File: src/rtl/switch_box_config_loader.sv
`default_nettype none
// ============================================================================
//  Module   : switch_box_config_loader
//  Purpose  : Loads the switch-box / connection-block configuration scan
//             chain. Accepts bitstream words over a valid/ready handshake,
//             serialises them LSB-first onto the chain, then issues a single
//             latch strobe so every switch point updates at once.
//  Revision : 1.0 - initial release
// ----------------------------------------------------------------------------
//  Ports
//    clk            : clock, all state changes on the rising edge
//    rst_n          : asynchronous active-low reset
//    start_i        : one-cycle load request (ignored while busy)
//    abort_i        : synchronous cancel, overrides every other input
//    in_data_i      : bitstream word
//    in_valid_i     : in_data_i valid
//    in_ready_o     : loader accepts a word this cycle
//    cfg_shift_en_o : chain shifts by one bit this cycle
//    cfg_bit_o      : serial bit into the chain (valid with cfg_shift_en_o)
//    cfg_latch_o    : one-cycle strobe copying chain into active config
//    busy_o         : load in progress
//    done_o         : high from a successful latch until next start/abort
// ============================================================================
module switch_box_config_loader #(
    parameter int WORD_W    = 8,
    parameter int CHAIN_LEN = 20
) (
    input  logic              clk,
    input  logic              rst_n,
    input  logic              start_i,
    input  logic              abort_i,
    input  logic [WORD_W-1:0] in_data_i,
    input  logic              in_valid_i,
    output logic              in_ready_o,
    output logic              cfg_shift_en_o,
    output logic              cfg_bit_o,
    output logic              cfg_latch_o,
    output logic              busy_o,
    output logic              done_o
);

    localparam int c_REM_W = $clog2(CHAIN_LEN + 1);
    localparam int c_WC_W  = $clog2(WORD_W + 1);
    // Common width so the min(WORD_W, remaining) compare never truncates,
    // whichever of the two counters is wider.
    localparam int c_CMP_W = (c_REM_W > c_WC_W) ? c_REM_W : c_WC_W;

    localparam logic [c_REM_W-1:0] c_REM_INIT = c_REM_W'(CHAIN_LEN);
    localparam logic [c_REM_W-1:0] c_REM_ONE  = c_REM_W'(1);
    localparam logic [c_WC_W-1:0]  c_WC_ONE   = c_WC_W'(1);
    localparam logic [c_WC_W-1:0]  c_WC_FULL  = c_WC_W'(WORD_W);
    localparam logic [c_CMP_W-1:0] c_WORD_CMP = c_CMP_W'(WORD_W);

    typedef enum logic [2:0] {
        ST_IDLE  = 3'd0,
        ST_LOAD  = 3'd1,
        ST_SHIFT = 3'd2,
        ST_LATCH = 3'd3,
        ST_DONE  = 3'd4
    } state_t;

    state_t              state_q,    state_d;
    logic [WORD_W-1:0]   shreg_q,    shreg_d;
    logic [c_REM_W-1:0]  rem_q,      rem_d;
    logic [c_WC_W-1:0]   wcnt_q,     wcnt_d;
    logic                rdy_q,      rdy_d;
    logic                shift_en_q, shift_en_d;
    logic                bit_q,      bit_d;
    logic                latch_q,    latch_d;
    logic                busy_q,     busy_d;
    logic                done_q,     done_d;

    logic                w_hs;
    logic [c_CMP_W-1:0]  w_rem_ext;
    logic [c_WC_W-1:0]   w_word_bits;

    // abort masks the ready so a word presented alongside it is never taken
    assign in_ready_o = rdy_q & ~abort_i;
    assign w_hs       = in_valid_i & in_ready_o;

    // Bits to shift from the word being captured: a full word, or only the
    // low remainder bits when the chain ends partway through it.
    assign w_rem_ext   = c_CMP_W'(rem_q);
    assign w_word_bits = (w_rem_ext >= c_WORD_CMP) ? c_WC_FULL : c_WC_W'(w_rem_ext);

    always_comb begin
        state_d = state_q;
        shreg_d = shreg_q;
        rem_d   = rem_q;
        wcnt_d  = wcnt_q;
        done_d  = done_q;
        rdy_d   = 1'b0;

        case (state_q)
            ST_IDLE, ST_DONE: begin
                if (start_i) begin
                    state_d = ST_LOAD;
                    rem_d   = c_REM_INIT;
                    done_d  = 1'b0;
                    rdy_d   = 1'b1;
                end
            end
            ST_LOAD: begin
                // Arriving here from SHIFT, ready is low for one turnaround
                // cycle; it rises on the following cycle and stays up until
                // the source presents a word.
                if (w_hs) begin
                    shreg_d = in_data_i;
                    wcnt_d  = w_word_bits;
                    state_d = ST_SHIFT;
                end else begin
                    rdy_d = 1'b1;
                end
            end
            ST_SHIFT: begin
                shreg_d = shreg_q >> 1;
                rem_d   = rem_q - c_REM_ONE;
                wcnt_d  = wcnt_q - c_WC_ONE;
                if (wcnt_q == c_WC_ONE) begin
                    state_d = (rem_q == c_REM_ONE) ? ST_LATCH : ST_LOAD;
                end
            end
            ST_LATCH: begin
                state_d = ST_DONE;
                done_d  = 1'b1;
            end
            default: begin
                state_d = ST_IDLE;
            end
        endcase

        if (abort_i) begin
            state_d = ST_IDLE;
            done_d  = 1'b0;
            rdy_d   = 1'b0;
        end

        // Outputs are registered from the next state so they line up with it.
        shift_en_d = (state_d == ST_SHIFT);
        bit_d      = shift_en_d & shreg_d[0];
        latch_d    = (state_d == ST_LATCH);
        busy_d     = (state_d == ST_LOAD) || (state_d == ST_SHIFT) ||
                     (state_d == ST_LATCH);
    end

    always_ff @(posedge clk or negedge rst_n) begin
        if (!rst_n) begin
            state_q    <= ST_IDLE;
            shreg_q    <= '0;
            rem_q      <= '0;
            wcnt_q     <= '0;
            rdy_q      <= 1'b0;
            shift_en_q <= 1'b0;
            bit_q      <= 1'b0;
            latch_q    <= 1'b0;
            busy_q     <= 1'b0;
            done_q     <= 1'b0;
        end else begin
            state_q    <= state_d;
            shreg_q    <= shreg_d;
            rem_q      <= rem_d;
            wcnt_q     <= wcnt_d;
            rdy_q      <= rdy_d;
            shift_en_q <= shift_en_d;
            bit_q      <= bit_d;
            latch_q    <= latch_d;
            busy_q     <= busy_d;
            done_q     <= done_d;
        end
    end

    assign cfg_shift_en_o = shift_en_q;
    assign cfg_bit_o      = bit_q;
    assign cfg_latch_o    = latch_q;
    assign busy_o         = busy_q;
    assign done_o         = done_q;

endmodule
`default_nettype wire
File: config.mk
export PLATFORM = sky130hd
export DESIGN_NAME = switch_box_config_loader
export DESIGN_NICKNAME = d
export VERILOG_FILES = /design/src/rtl/switch_box_config_loader.sv
export SDC_FILE = /design/constraint.sdc
export NUM_CORES = 1
export LEC_CHECK = 0
export ABC_AREA = 1
export CORE_ASPECT_RATIO = 0.75
export CORE_MARGIN = 3
export CORE_UTILIZATION = 45
export CTS_BUF_LIST = sky130_fd_sc_hd__clkbuf_8
export DETAILED_ROUTE_END_ITERATION = 10
export HOLD_SLACK_MARGIN = 0.15
export PLACE_DENSITY_LB_ADDON = 0.08
export SLEW_MARGIN = 10
export SYNTH_ARGS = -nofsm -noshare
export SYNTH_HDL_FRONTEND = slang
export SYNTH_SLANG_ARGS = --single-unit
File: constraint.sdc
create_clock -name clk -period 3.2 [get_ports clk]
set_input_delay 0.8 -clock clk [delete_from_list [all_inputs] [get_ports clk]]
set_output_delay 0.8 -clock clk [all_outputs]
set_load 0.005 [all_outputs]
Word level (Yosys, flattened, before mapping)
Index checks and enable logic that the tools add are counted.
{"block": "word_totals", "regBits": 26, "input_bits": 13, "out_inout_bits": 6, "word_cells": 60}
{"block": "op_classes", "n_addsub": 2, "order_cmp": 1, "eq_ne": 12, "muxes": 20, "n_bitwise": 4, "reduce_logical": 10}
{"cell": "one-hot mux 8 bit (2 select lines)", "n": 1}
{"cell": "equality test 3 x 2 -> 1 bit, second input constant", "n": 4}
{"cell": "two-way mux 3 bit", "n": 4}
{"cell": "one-hot mux 3 bit (4 select lines)", "n": 1}
{"cell": "one-hot mux 5 bit (2 select lines)", "n": 1}
{"cell": "two-way mux 4 bit", "n": 2}
{"cell": "two-way mux 8 bit", "n": 1}
{"cell": "one-hot mux 4 bit (2 select lines)", "n": 1}
{"cell": "equality test 3 x 1 -> 1 bit, second input constant", "n": 2}
{"cell": "AND reduction 2 bit", "n": 3}
{"cell": "equality test 5 x 1 -> 1 bit, second input constant", "n": 1}
{"cell": "greater-or-equal comparator 5 x 4 -> 1 bit, second input constant", "n": 1}
{"cell": "two-way mux 1 bit", "n": 5}
{"cell": "two-way mux 5 bit", "n": 1}
{"cell": "subtractor 5 x 1 -> 5 bit, second input constant", "n": 1}
{"cell": "equality test 4 x 1 -> 1 bit, second input constant", "n": 1}
{"cell": "inequality test 2 bit, second input constant", "n": 2}
{"cell": "one-hot mux 1 bit (2 select lines)", "n": 2}
{"cell": "nonzero test 2 bit", "n": 2}
{"cell": "subtractor 4 x 1 -> 4 bit, second input constant", "n": 1}
{"cell": "bitwise AND 1 bit", "n": 3}
{"cell": "equality test 3 bit, second input constant", "n": 1}
{"cell": "zero test 3 bit", "n": 1}
{"cell": "inequality test 3 bit, second input constant", "n": 1}
{"cell": "other kinds (5)", "n": 6}

Longest topological paths before layout
Gate-level depths: netlist (run 1).
{"block": "logic_depth", "ltp_word": 9, "depth_mapped": 9, "ltp_nobuf": 9}

Least setup slack after synthesis (run 1)
No wires, ideal clock.
{"block": "synth_timing", "path_type": "in2out", "from": "in abort_i", "to": "out in_ready_o", "t_arrival_ns": 0.906, "slack_ns": 1.494, "path_stages": 1, "n_path_buf": 0, "path_cell_list": "nor2_1"}
{"block": "synth_between", "elab_chain_len": 2}
{"element": "start, declared", "line_no": "31", "source": "input logic abort_i,"}
{"element": "inverter 1 bit", "line_no": "78", "source": "assign in_ready_o = rdy_q & ~abort_i;"}
{"element": "bitwise AND 1 bit", "line_no": "78"}
{"element": "end, declared", "line_no": "34", "source": "output logic in_ready_o,"}
No other way between the ends.

Final worst setup path (run 1)
Same ends and word-level chain as after synthesis.

==> impl_results.md, run 1 <==
- First-pass GRT wire length: ~4400 um
- CP Max Fanout: 6
- Reg power frac: between 40% and 50%
- Row cnt: 16
- Postcts setup bufs: 0
- R2R setup slack: ~1700 ps
- Final setup fails: 0
- DRT Wirelength: around 2600 um
- Per-cell routed wire length: 12.6 um
- Synth Register Bits: 26
- Routed Antenna Nets: 0
- Distinct cells, synth: 22
- Worst Tran Pin Value: approximately 330 ps
- Placed insts: just over 200
- Hold path cells: 2
- Slew headroom: 78.0%
- Final Util: between 50% and 60%
- Bufs and invs on worst path: 2
- Worst Min Path Start: shreg_q[0]$_DFF_PN0_
- NetSw: ~0.34 mW
- Placed Area: about 0.0015 mm^2
- Switching Fraction: 33.4%
- Aggregate global-route resource usage: between 10% and 20%
- Grt ovf: 0
- Startpoint type of the worst setup path: primary input
- Max_cap viols: 0
- Core area: between 0.002 and 0.003 mm^2
- RSZ-0062 raised after global routing: false
- Required time worst endpoint: 2400 ps
- Vias in the first global route: 1012
- P per Cell Area: 642 mW/mm^2
- Port bufs: 18
- CP peak stage delay: between 500 and 600 ps
- Period utilization: a little under nine tenths
- Setup CP Type: in -> out
- HPWL after DPL: slightly below 2000 um
- Outcome: finished, final reports clean
- Synth Instances: between 150 and 200
- Pins Over Slew Limit: 0
- Final Non-Filler Cells: between 200 and 250
- Fin area: around 0.0016 mm^2
- Crit-path cells: clkdlybuf4s50_1 > nor2_1 > clkdlybuf4s50_1
- Synthesized area: between 0.001 and 0.0015 mm^2
- FF-to-FF Start: state_q[1]$_DFF_PN0_
- Worst vdd ir: roughly 0.0003 V
- 1st-iter DRT viols: 55
- DRC: 0
- DRT Pass-1 Iters: 4
- Total power: just over 1 mW
- Final Hold Viols: 0
- Initial Utilization: about 49%
- I/O Pins: 19
- Post-synthesis sequential area ratio: between 40% and 50%
- Initial antenna violation count: 0
- Syn Area/Cell: around 8.8 um^2
- CTS buffer count: 3
- Via density: 4.94
- R2R depth: 8
- Syn_nets: between 150 and 200
- Final worst slack: ~450 ps
- Critical Path End Type: primary output
- Worst EP arrival: 1950 ps
- Most used cell, CP: clkdlybuf4s50_1
- Clock root buffer: clkbuf_8
- Final Hold Slack: slightly below 500 ps
- Die area: approximately 0.0036 mm^2
- PostCTS Resize Cnt: 0
- Final min period: 2750 ps
- Worst Hold Path EP: shreg_q[0]$_DFF_PN0_
- Clock-pin slew on the worst setup and hold paths: approximately 90 ps
- Place WS: ~450 ps
- Worst-Skew Late Latency: between 200 and 300 ps
- Worst path slowest cell: clkdlybuf4s50_1
- Die width: approximately 70 um
- Combinational share of power: 29.6%
- Synth Warn #: 0
- CTS tree: built
- Nets: ~190
- Clk buf depth: 2
- Fin Setup TNS: 0 ps
- Max Clk Rate: approximately 360 MHz
- Ant diodes: 0
- Area Growth Syn to Fin: 21.3%
- Vias: a little over 1000
- # hold bufs at CTS: 0
- Layout Skew: 3.13 ps
- Share of cells above drive strength 1: about an eighth
- Clock Sinks: 26
- Crit Reg-Reg Endpoint: wcnt_q[3]$_DFFE_PN0P_
- Die height: about 53 um
- H-tree depth: 1
- Crit path max-delay family: buffers and inverters
- GPL Wtd Cong: ~0.79
- Clock share of power: 26.2%
- Largest net degree at the start of global routing: 27
- Filler instances: around 250
- Leakage power: 0.786 nW
- Hold Path Class: reg -> reg
- Internal power: 0.686 mW
-- layout by cell type, fill, tap and decap left out --
cell             count
a21oi_1              6
a22oi_1              2
buf_4                1
bufinv_16            1
clkbuf_8             3
clkdlybuf4s50_1     18
dfrtp_1             26
ha_1                 5
inv_1               14
inv_2                5
nand2_1             39
nand2_2              4
nand3_1              8
nand3_2              1
nand3_4              3
nand4_1              2
nor2_1              16
nor2_4               2
nor2_8               1
nor3_1               2
o211ai_1             1
o21ai_0              8
o21ai_1              2
o22ai_1              1
xor2_1               1
-- power groups by stage --
stage / logic, mW / registers [mW] / clock network [mW]
3_3_place_gp: 0.290 / 0.458 / 0
6_report: 0.305 / 0.456 / 0.270
5_1_grt: 0.348 / 0.464 / 0.290
3_5_place_dp: 0.306 / 0.462 / 0
4_1_cts: 0.307 / 0.456 / 0.277
2_1_floorplan: 0.228 / 0.449 / 0
-- registers in the layout, summed over array words and instances (netlist names), 3 cells and up --
signal,cells
shreg_q,8
rem_q,5
wcnt_q,4
state_q,3
-- per-layer routing --
layer	part of all wire (%)	global-route usage, %
met1	46	20.3
met2	48	26.9
met3	5.1	5.10
met4	0.76	6.93
met5	0	0
-- worst max-delay path by stage --
stage,cells after the start,endpoint,slack [ps],from
after global placement,3,in_ready_o,470,abort_i
after floorplan,1,in_ready_o,1490,abort_i
after global routing,3,in_ready_o,410,abort_i
final,3,in_ready_o,450,abort_i
after detailed placement,3,in_ready_o,450,abort_i
after CTS,3,in_ready_o,450,abort_i
-- synthesized netlist by cell type --
cell | n | area, um^2
nand2_1 | 39 | 146
o21ai_0 | 8 | 40.0
nand3_4 | 3 | 52.6
xor2_1 | 1 | 8.76
a21oi_1 | 6 | 30.0
ha_1 | 5 | 62.6
dfrtp_1 | 26 | 651
nor2_4 | 2 | 22.5
a22oi_1 | 2 | 15.0
nand4_1 | 2 | 12.5
o22ai_1 | 1 | 6.26
nor2_1 | 16 | 60.1
o21ai_1 | 2 | 10.0
nand3_1 | 8 | 40.0
o211ai_1 | 1 | 7.51
buf_6 | 2 | 22.5
nor3_1 | 2 | 10.0
nor2_8 | 1 | 20.0
inv_1 | 14 | 52.6
nand2_2 | 4 | 25.0
inv_2 | 5 | 18.8
nand3_2 | 1 | 10.0
-- tightest hold or removal path, cell delays in order (launching register included) --
cell,delay (ps)
dfrtp_1,340
a21oi_1,70
inv_1,50
-- cell families (layout without fill, tap and decap cells) --
group,after synthesis,after routing,share of synthesized area [%]
compound gates,20,20,8.22
buf+inv,21,42,7.09
flops,26,26,49.1
fa+ha+maj,5,5,4.73
simple gates,78,78,30.2
xor+xnor,1,1,0.662
-- cell type report --
cell class | count | area [um^2] | area share, %
clock buffers | 3 | 41.3 | 2.57
clock inverters | 1 | 30.0 | 1.87
inverters | 19 | 71.3 | 4.44
multi-input cells | 104 | 579 | 36.1
flip-flops and latches | 26 | 651 | 40.5
well taps | 36 | 45.0 | 2.81
repair buffers | 19 | 188 | 11.7
Note: power is estimated with default switching activity, not from simulation.
==> run 2: changes to the inputs <==
--- a/config.mk
+++ b/config.mk
@@ -9,10 +9,10 @@
 export CORE_ASPECT_RATIO = 0.75
 export CORE_MARGIN = 3
 export CORE_UTILIZATION = 45
-export CTS_BUF_LIST = sky130_fd_sc_hd__clkbuf_8
+export CTS_BUF_LIST = sky130_fd_sc_hd__clkbuf_2 sky130_fd_sc_hd__clkbuf_4 sky130_fd_sc_hd__clkbuf_8
 export DETAILED_ROUTE_END_ITERATION = 10
 export HOLD_SLACK_MARGIN = 0.15
-export PLACE_DENSITY_LB_ADDON = 0.08
+export PLACE_DENSITY = 0.68
 export SLEW_MARGIN = 10
 export SYNTH_ARGS = -nofsm -noshare
 export SYNTH_HDL_FRONTEND = slang
==> run 2 against run 1 <==
  * First-iteration DRC count is 9.1% lower
  * Global-route usage decreased by 0.95 points
  * Combinational power fell by 2%
  * Hold slack worse by 13 ps
  * Sequential power barely moved
  * Largest cell class unchanged
  * Utilization decreased by 0.60 points
  * Sequential cell count stayed put
  * Clock skew increased by 4.4 ps
  * Power is 6.5% lower
  * Register-to-register slack better by 30 ps
  * Non-clock buffer count did not move
  * Via count is 2.1% lower
==> impl_results.md, run 2 (synthesis results as in run 1) <==
- Outcome: finished, final reports clean
- Fin Setup TNS: 0 ps (unchanged)
- P per Cell Area: 606 mW/mm^2 (-5.6%)
- I/O Pins: 19 (unchanged)
- Core area: 0.00270 mm^2 (unchanged)
- Share of cells above drive strength 1: 12.2% (unchanged)
- Final Hold Viols: 0 (unchanged)
- Grt ovf: 0 (unchanged)
- Most used cell, CP: clkdlybuf4s50_1
- Vias: 1006 (-2.1%)
- H-tree depth: 1 (unchanged)
- Clock Sinks: 26 (unchanged)
- HPWL after DPL: 1810 um (-7.4%)
- Crit-path cells: clkdlybuf4s50_1 > nor2_1 > clkdlybuf4s50_1
- Vias in the first global route: 989 (-2.3%)
- R2R depth: 8 (unchanged)
- Postcts setup bufs: 0 (unchanged)
- Nets: 191 (unchanged)
- RSZ-0062 raised after global routing: false
- Pins Over Slew Limit: 0 (unchanged)
- Period utilization: 85.7% (-0.21 points)
- Area Growth Syn to Fin: 20.0%
- Place WS: 460 ps (+14.8 ps)
- Crit Reg-Reg Endpoint: wcnt_q[3]$_DFFE_PN0P_
- Final Non-Filler Cells: 208 (unchanged)
- PostCTS Resize Cnt: 0 (unchanged)
- FF-to-FF Start: state_q[1]$_DFF_PN0_
- Fin area: 0.00159 mm^2 (-1.0%)
- Aggregate global-route resource usage: 15.7% (-0.95 points)
- Most frequent cells in the layout: nand2_1 (39), dfrtp_1 (26), clkdlybuf4s50_1 (18), nor2_1 (16), inv_1 (14)
- NetSw: 0.335 mW (-2.9%)
- Routed Antenna Nets: 0 (unchanged)
- Worst-Skew Late Latency: 270 ps (about the same)
- Clock root buffer: clkbuf_8
- Leakage power: 0.779 nW (-0.88%)
- DRT Pass-1 Iters: 4 (unchanged)
- CTS tree: built
- CTS buffer count: 3 (unchanged)
- Worst EP arrival: 1940 ps (about the same)
- Die area: 0.00364 mm^2 (unchanged)
- Filler instances: 261 (+4.8%)
- Clk buf depth: 2 (unchanged)
- Largest Register: shreg_q
- DRT Wirelength: 2380 um (-9.0%)
- Clock share of power: 21.7% (-4.5 points)
- Commonest non-fill, non-tap cell in the layout: nand2_1
- Bufs and invs on worst path: 2 (unchanged)
- Largest net degree at the start of global routing: 27 (unchanged)
- Slew headroom: 78.8% (+0.79 points)
- GPL Wtd Cong: 0.783 (-0.55%)
- Top flop regs: shreg_q (8), rem_q (5), wcnt_q (4)
- Crit path from: abort_i
- Final min period: 2740 ps (-6.67 ps)
- Worst Tran Pin Value: 318 ps (-11.8 ps)
- Worst path slowest cell: clkdlybuf4s50_1
- CP Max Fanout: 6 (unchanged)
- Max reg flops: 8 (unchanged)
- Max Clk Rate: 365 MHz (+0.24%)
- First-pass GRT wire length: 4220 um (-4.7%)
- Initial antenna violation count: 0 (unchanged)
- Startpoint type of the worst setup path: primary input
- R2R setup slack: 1770 ps (+30 ps)
- Placed insts: 204 (unchanged)
- Hold Path Class: reg -> reg
- Per-cell routed wire length: 11.5 um (-9.0%)
- Setup CP Type: in -> out
- Final worst slack: 457 ps (+6.67 ps)
- Die height: 53.0 um (unchanged)
- End of the critical path: in_ready_o
- Reg power frac: 47.2% (+3.0 points)
- 1st-iter DRT viols: 50 (-9.1%)
- Required time worst endpoint: 2400 ps (about the same)
- Worst vdd ir: 0.000298 V (-3.0%)
- Internal power: 0.629 mW (-8.4%)
- Clock-pin slew on the worst setup and hold paths: 80 ps (about the same)
- Die width: 68.6 um (unchanged)
- # hold bufs at CTS: 0 (unchanged)
- Combinational share of power: 31.1% (+1.5 points)
- Crit path max-delay family: buffers and inverters
- Port bufs: 18 (unchanged)
- Via density: 4.84 (-2.1%)
- CP peak stage delay: 500 ps (about the same)
- Ant diodes: 0 (unchanged)
- Row cnt: 16 (unchanged)
- Placed Area: 0.00153 mm^2 (unchanged)
- Initial Utilization: 49.0% (unchanged)
- Layout Skew: 7.55 ps (+4.42 ps)
- Switching Fraction: 34.7% (+1.3 points)
- Critical Path End Type: primary output
- Max_cap viols: 0 (unchanged)
- DRC: 0 (unchanged)
- Stages on the worst setup path: 3 (unchanged)
- Final setup fails: 0 (unchanged)
==> run 2: cell types whose count changed in the layout (fill, tap and decap cells not counted) <==
cell / before / now
bufinv_16: 1 / 0
clkbuf_8: 3 / 4
==> run 2: area by class of cell <==
class | instances | area [um^2] | share of cell area, %
timing repair buffer | 19 | 188 | 11.8
clock buffer | 4 | 55.1 | 3.46
tap | 36 | 45.0 | 2.83
sequential | 26 | 651 | 40.9
inverter | 19 | 71.3 | 4.49
multi-input combinational | 104 | 579 | 36.5
==> run 2: worst reg2reg max path, stage by stage, from the launching register on <==
cell	delay (ps)
dfrtp_1	440
inv_2	110
nand2_1	60
nor2_1	110
nand2_2	100
nand2_2	210
inv_1	100
o21ai_0	150
nor2_1	60
==> run 2: how the worst min path moves through the flow <==
stage	from	endpoint	cells past startpoint
6_report	shreg_q[0]$_DFF_PN0_	shreg_q[0]$_DFF_PN0_	2
5_1_grt	shreg_q[0]$_DFF_PN0_	shreg_q[0]$_DFF_PN0_	2
4_1_cts	shreg_q[0]$_DFF_PN0_	shreg_q[0]$_DFF_PN0_	2
3_5_place_dp	shreg_q[0]$_DFF_PN0_	shreg_q[0]$_DFF_PN0_	2
3_3_place_gp	shreg_q[0]$_DFF_PN0_	shreg_q[0]$_DFF_PN0_	2
2_1_floorplan	shreg_q[0]$_DFF_PN0_	shreg_q[0]$_DFF_PN0_	2
==> run 2: layer usage <==
| layer | vias to the layer above | part of all wire (%) | GRT usage [%] |
|---|---|---|---|
| met4 | 0 | 0.55 | 3.96 |
| met5 | - | 0 | 0 |
| met2 | 15 | 49 | 26.3 |
| met1 | 471 | 46 | 19.1 |
| met3 | 2 | 4.3 | 5.31 |
| li1 | 518 | - | - |
==> run 2: through the flow <==
step	util, %	power [mW]	hold WS (ps)
2_1_floorplan	-	0.677	433
3_3_place_gp	56.8	0.746	446
3_5_place_dp	56.8	0.762	460
4_1_cts	58.8	0.978	480
5_1_grt	58.8	1.05	506
6_report	58.8	0.964	472
==> run 2: power by group through the flow <==
| stage | Sequential [mW] | Clock [mW] | Combinational [mW] |
|---|---|---|---|
| CTS | 0.455 | 0.219 | 0.304 |
| global placement | 0.457 | 0 | 0.289 |
| floorplan | 0.449 | 0 | 0.228 |
| finish | 0.455 | 0.209 | 0.300 |
| detailed placement | 0.461 | 0 | 0.301 |
| global route | 0.464 | 0.235 | 0.351 |
